[src/rtl/ofifo.sv]
// rtl/ofifo.sv - per-column output FIFO collecting MAC psums into rows; optional sticky o_err under OFIFO_ERR_EN
module ofifo #(
    parameter int col     = 8,
    parameter int psum_bw = 16,
    parameter int depth   = 8
) (
    input  logic                   clk,
    input  logic                   reset,
    input  logic [psum_bw*col-1:0] in,
    input  logic [col-1:0]         wr,
    input  logic                   rd,
    output logic [psum_bw*col-1:0] out,
    output logic                   o_valid,
    output logic                   o_full,
`ifdef OFIFO_ERR_EN
    output logic                   o_ready,
    output logic                   o_err
`else
    output logic                   o_ready
`endif
);

    localparam int aw = $clog2(depth);

    logic [col-1:0] col_empty;
    logic [col-1:0] col_full;
    logic [col-1:0] wr_acc;
    logic           pop;

    // A row is only complete once the slowest column has caught up
    assign o_valid = ~|col_empty;
    assign o_full  = |col_full;
    assign o_ready = ~o_full;
    assign pop     = rd & o_valid;

    for (genvar g = 0; g < col; g++) begin : g_col
        logic [aw:0]        wptr_q, wptr_d;
        logic [aw:0]        rptr_q, rptr_d;
        logic [psum_bw-1:0] mem_q [depth];

        assign col_empty[g] = (wptr_q == rptr_q);
        assign col_full[g]  = (wptr_q[aw-1:0] == rptr_q[aw-1:0]) && (wptr_q[aw] != rptr_q[aw]);
        // Fullness is judged on registered pointers, so a same-cycle pop never rescues a write
        assign wr_acc[g]    = wr[g] & ~col_full[g];
        assign wptr_d       = wr_acc[g] ? wptr_q + 1'b1 : wptr_q;
        assign rptr_d       = pop ? rptr_q + 1'b1 : rptr_q;

        // Head entry falls through; zeroed while any column is empty so stale storage never leaks
        assign out[g*psum_bw +: psum_bw] = o_valid ? mem_q[rptr_q[aw-1:0]] : '0;

        // Storage is left unreset; only accepted writes land
        always_ff @(posedge clk) begin
            if (!reset && wr_acc[g]) begin
                mem_q[wptr_q[aw-1:0]] <= in[g*psum_bw +: psum_bw];
            end
        end

        // Pointer update; reset discards every buffered entry at once
        always_ff @(posedge clk) begin
            if (reset) begin
                wptr_q <= '0;
                rptr_q <= '0;
            end else begin
                wptr_q <= wptr_d;
                rptr_q <= rptr_d;
            end
        end
    end

`ifdef OFIFO_ERR_EN
    logic err_q, err_d;

    assign err_d = err_q | (|(wr & col_full)) | (rd & ~o_valid);
    assign o_err = err_q;

    // Sticky error flag: dropped write or pop of an incomplete row
    always_ff @(posedge clk) begin
        if (reset) begin
            err_q <= 1'b0;
        end else begin
            err_q <= err_d;
        end
    end
`endif

endmodule

[config.mk]
export PLATFORM = sky130hd
export DESIGN_NAME = ofifo
export DESIGN_NICKNAME = d
export VERILOG_FILES = /design/src/rtl/ofifo.sv
export SDC_FILE = /design/constraint.sdc
export NUM_CORES = 1
export LEC_CHECK = 0
export ABC_AREA = 1
export CORE_ASPECT_RATIO = 0.7
export CORE_MARGIN = 4
export CORE_UTILIZATION = 30
export DETAILED_ROUTE_END_ITERATION = 8
export GPL_TIMING_DRIVEN = 0
export SETUP_SLACK_MARGIN = 0.02
export SLEW_MARGIN = 15
export SYNTH_ARGS = -nofsm -noshare
export SYNTH_HDL_FRONTEND = slang
export SYNTH_SLANG_ARGS = --single-unit
[constraint.sdc]
create_clock -name clk -period 7.3 [get_ports clk]
set_clock_uncertainty 0.2 [all_clocks]
set_input_delay 2.19 -clock clk [delete_from_list [all_inputs] [get_ports clk]]
set_output_delay 2.19 -clock clk [all_outputs]
set_load 0.02 [all_outputs]
-- Word-level counts from Yosys, hierarchy flattened
Memory sizes are Yosys's and may differ from the RTL's. A register that Yosys moved wholly into a read port is not among the register bits.
Cells that the tools add are included.
- memory bits (read-only): 0
- bits in registers: 64
- word-level logic and storage cells: 142
- input bits: 139
- output and inout port bits: 131
- RAM bits: 1024
- latch bits: 0
- memories: 8
- memory list (memory ; words ; width ; read ports ; clocked after Yosys merged registers in ; write ports ; RTL line ; RTL):
    g_col[0].mem_q ; 8 ; 16 ; 1 ; 1 ; 1 ; 39 ; logic [psum_bw-1:0] mem_q [depth];
    g_col[1].mem_q ; 8 ; 16 ; 1 ; 1 ; 1 ; 39 ;
    g_col[2].mem_q ; 8 ; 16 ; 1 ; 1 ; 1 ; 39 ;
    g_col[3].mem_q ; 8 ; 16 ; 1 ; 1 ; 1 ; 39 ;
    g_col[4].mem_q ; 8 ; 16 ; 1 ; 1 ; 1 ; 39 ;
    g_col[5].mem_q ; 8 ; 16 ; 1 ; 1 ; 1 ; 39 ;
    2 more memories ; n/a ; n/a ; n/a ; n/a ; n/a ; n/a ;
- multiplexer cells: 40
- reductions and logical operators: 20
- multipliers: 0
- equal/unequal tests: 24
- bitwise logic cells: 18
- order comparisons: 0
- divide/modulo/power cells: 0
- add/sub/neg operators: 16
- shifts and indexed selects: 0
- operator list (operator ; count):
    2-to-1 mux 16 bit ; 8
    adder 4 x 1 -> 4 bit, second input constant ; 16
    2-to-1 mux 3 bit ; 16
    equality test 4 bit ; 8
    equality test 3 bit ; 8
    logical AND 1 bit ; 16
    2-to-1 mux 1 bit ; 16
    OR reduction 8 bit ; 2
    bitwise AND 1 bit ; 9
    NOT 1 bit ; 9
    inequality test 1 bit ; 8
    zero test 1 bit ; 2

-- Longest topological paths before layout
- depth in word-level cells: 7
- mapped depth: 12
- depth with buffers taken out: 12

-- Least setup slack after synthesis
OpenSTA, ideal clock, no wires.
- path kind: input to register
- start point: in reset
- end point: mem g_col[1].mem_q[6][0] (enable)
- setup slack: 2.370 ns
- arrival: 4.300 ns
- stages: 4
- path buffers: 1
- library setup time: 0.430 ns
- data required time: 6.670 ns
- cells stage by stage: inv_1 > clkbuf_1 > nand2_1 > nor4_1
- word-level cells in the longest chain between the ends: 4
- RTL lines (item ; RTL line ; RTL):
    from (decl) ; 8 ; input logic reset,
    zero test 1 bit ; 53 ; if (!reset && wr_acc[g]) begin
    logical AND 1 bit ; 53 ;
    2-to-1 mux 1 bit ; 53 ;
    2-to-1 mux 1 bit (not written as such) ; 54 ; mem_q[wptr_q[aw-1:0]] <= in[g*psum_bw +: psum_bw];
    to (decl) ; 39 ;
Every way passes these cells.

-- Final worst setup path
- start point: reg g_col[4].wptr_q[0]
- end point: out out[31]
- word-level cells in the longest chain between the ends: 3
- RTL lines (item ; RTL line ; RTL):
    from (decl) ; 37 ; logic [aw:0] wptr_q, wptr_d;
    from (signal assigned) ; 64 ; wptr_q <= wptr_d;
    equality test 4 bit ; 41 ; assign col_empty[g] = (wptr_q == rptr_q);
    OR reduction 8 bit ; 31 ; assign o_valid = ~|col_empty;
    2-to-1 mux 16 bit ; 49 ; assign out[g*psum_bw +: psum_bw] = o_valid ? mem_q[rptr_q[aw-1:0]] : '0;
    to (decl) ; 12 ; output logic [psum_bw*col-1:0] out,
Every way passes these cells.

==> qor.csv <==
metric,value,unit
die_h,331,µm
reg2reg_from,g_col[3].wptr_q[0]$_SDFFE_PP0P_,
syn_inst,3654,
synthSimpleGateAreaFrac,12.8,%
rsz0062_at_grt,no,
synth_compound_area_share,10.3,%
initial_core_util,30.2,%
grt.busiest_layer,met2,
vias,30600,
period_minus_slack,6.69,ns
max_freq,149,MHz
synth_edf_count,1024,
place_ws,1.24,ns
mappedNetlistArea,44700,µm²
startpoint,g_col[4].wptr_q[0]$_SDFFE_PP0P_,
cts_made_buffers,110,
worst_slack,0.606,ns
grt_pass1_wl,188000,µm
vdd_drop_max,0.178,mV
cts_buffer_depth,3,
grt_remaining_overflow,0,
clockPowerShare,43.2,%
setup_viol,0,
path_delay_family,buffers and inverters,
place_area,51100,µm²
fin_util,37.0,%
p_sw,0.00279,W
htree_num_levels,3,
synth_top_family_by_area,simple AND/OR/NAND/NOR gates,
hold_start,g_col[6].wptr_q[3]$_SDFFE_PP0P_,
worstMarginPinSlew,1.14,ns
report.final.slew_viol_count,0,
cellPowerDensity,243,nW/µm²
cts_tree,built,
sw_frac_of_total,21.1,%
grt_max_degree,16,
worstRegToRegCells,10,
yosys_warnings,0,
synth_top_area_share,68.8,%
grt_util_met3,3.16,%
synthAdderAreaFrac,0.448,%
syn_nets,3809,
arrival,4.30,ns
r2r-end,g_col[3].mem_q[6][12]$_DFFE_PP_,
finalSetupTns,0,ns
synth.cells.most_frequent,"1121 x nand2_1, 1024 x edfxtp_1, 293 x a21oi_1",
cts.sinks,1112,
antenna_found_initial,9,
avgSynthCellArea,12.2,µm²
crit_chain,inv_2 > nand2_1 > nand2_1 > nor2_1 > nand2_1 > nand2_1 > nor2_2 > nand2_1 > buf_2 > a211oi_1 > clkdlybuf4s50_1,
nets,4299,
final_area,54700,µm²
p_int,0.0105,W
cp.required,4.91,ns
cap_violations,0,
synth_xor_area_share,0.392,%
drive_above_1_share,9.95,%
cts_root_buffer,clkbuf_16,
drtPass1Iterations,5,
synth_top_flop_cell,edfxtp_1,
postRouteAntennaNets,0,
synthArstFlopShare,0,%
status,"finished, final reports clean",
yosys.area.top_type,edfxtp_1,
netlist_top_cells_area,"edfxtp_1 69%, nand2_1 9.4%, dfxtp_1 3.9%",
power_leakage,18.5,nW
wl_per_cell,20.6,µm
synthMuxAreaShare,0,%
clk_latency,0.73,ns
maxSlewHeadroom,23.8,%
met2_usage,24.6,%
min_path_cells,2,
worstPathMaxFanout,10,
synth.distinct_cells,28,
cp_slowest_cell,a211oi_1,
postCtsSetupRepairBufs,0,
cts-resized-gates,0,
pwr-share-seq,53.4,%
dieArea,155000,µm²
p_comb_share,3.4,%
wl,128000,µm
crit_top_cell,nand2_1,
use_met1,23.5,%
end_kind,output port,
worstSetupStartpointType,register,
drcViolationCount,0,
min_path_type,register to register,
synth_seq_area_share,72.8,%
ys_ff_latch,1112,
hold_end,g_col[6].wptr_q[3]$_SDFFE_PP0P_,
crit_type,register to output port,
finalCritPeriodShare,91.7,%
hold_viol,0,
rows,118,
cts_hold_buf,0,
core-area,148000,µm²
gp_congestion,0.785,
grt_usage,16.0,%
die_w,469,µm
avgViaCountPerCell,4.92,
grt_pass1_vias,29500,
path_buf_inv,3,
area.growth.synth_to_final,22.4,%
worst-path-stages,11,
post-synth-top-count-cell,nand2_1,
hpwl,88100,µm
whs,0.284,ns
path_clk_slew,0.07,ns
portBuffers,268,
ios,270,
slowest_delay,0.77,ns
first_iter_violations,3166,
r2r_setup_slack,3.98,ns
area by class of cell:
type / instances / area, µm²
flip-flops and latches: 1112 / 32500
diodes: 4 / 10.0
repair buffers: 378 / 3640
clock inverters: 66 / 663
fillers: 14300 / 93300
multi-input cells: 2194 / 11000
clock buffers: 134 / 2930
well taps: 1980 / 2480
plain buffers: 221 / 963
inverters: 127 / 477
cells by family after synthesis:
kind of cell / count (synthesis)
simple gates: 1464
buf+inv: 348
xor+xnor: 20
flops: 1112
fa+ha+maj: 16
compound gates: 694
tightest hold or removal path, stage by stage (launching register included):
cell and delay (ns):
dfxtp_1 0.32, nand2_1 0.06, a21oi_1 0.06
layout by cell type (no fill, tap or decap), drive strengths merged:
| master | count |
|---|---|
| nand2 | 1121 |
| edfxtp | 1024 |
| a21oi | 293 |
| clkbuf | 282 |
| clkdlybuf4s50 | 268 |
| nor2 | 221 |
| buf | 183 |
| o21ai | 138 |
| inv | 136 |
| a32oi | 127 |
| a32o | 127 |
| dfxtp | 88 |
| nor3 | 45 |
| clkinv | 40 |
| nand4 | 33 |
| nand3 | 28 |
| ha | 16 |
| nor4 | 15 |
| bufinv | 12 |
| xor2 | 10 |
| xnor2 | 10 |
| a211oi | 7 |
| clkinvlp | 5 |
| diode | 4 |
| o32ai | 2 |
| nand3b | 1 |
flip-flops by register name, indices dropped and copies added, names as in the netlist, named ones only:
| register | cells |
|---|---|
| g_col.wptr_q | 32 |
| g_col.rptr_q | 32 |
| g_col.mem_q | 1024 |
worst max-delay path by stage:
stage,to
after floorplan,g_col[1].mem_q[6][0]$_DFFE_PP_
after global routing,out[31]
after global placement,g_col[5].mem_q[6][10]$_DFFE_PP_
after CTS,out[31]
final,out[31]
after detailed placement,out[31]
power by group through the flow:
stage	Sequential [W]	Clock, W	Combinational [W]
floorplan	0.00721	0	0.000168
global placement	0.00722	0	0.000408
detailed placement	0.00721	0	0.000452
CTS	0.00708	0.00588	0.000453
global route	0.00708	0.00616	0.000492
finish	0.00708	0.00573	0.000450
per-layer routing:
metal,part of all wire [%],up-vias
met5,0.020,-
li1,-,14200
met1,46,15100
met4,1.7,4
met2,45,1115
met3,7.2,155
metrics by stage:
step                      std cells  total power, W
after CTS                      6212          0.0134
after global placement         5902         0.00762
final                          6216          0.0133
after floorplan                3654         0.00738
after global routing           6214          0.0137
after detailed placement       6012         0.00767
(Power assumes the default switching activity.)
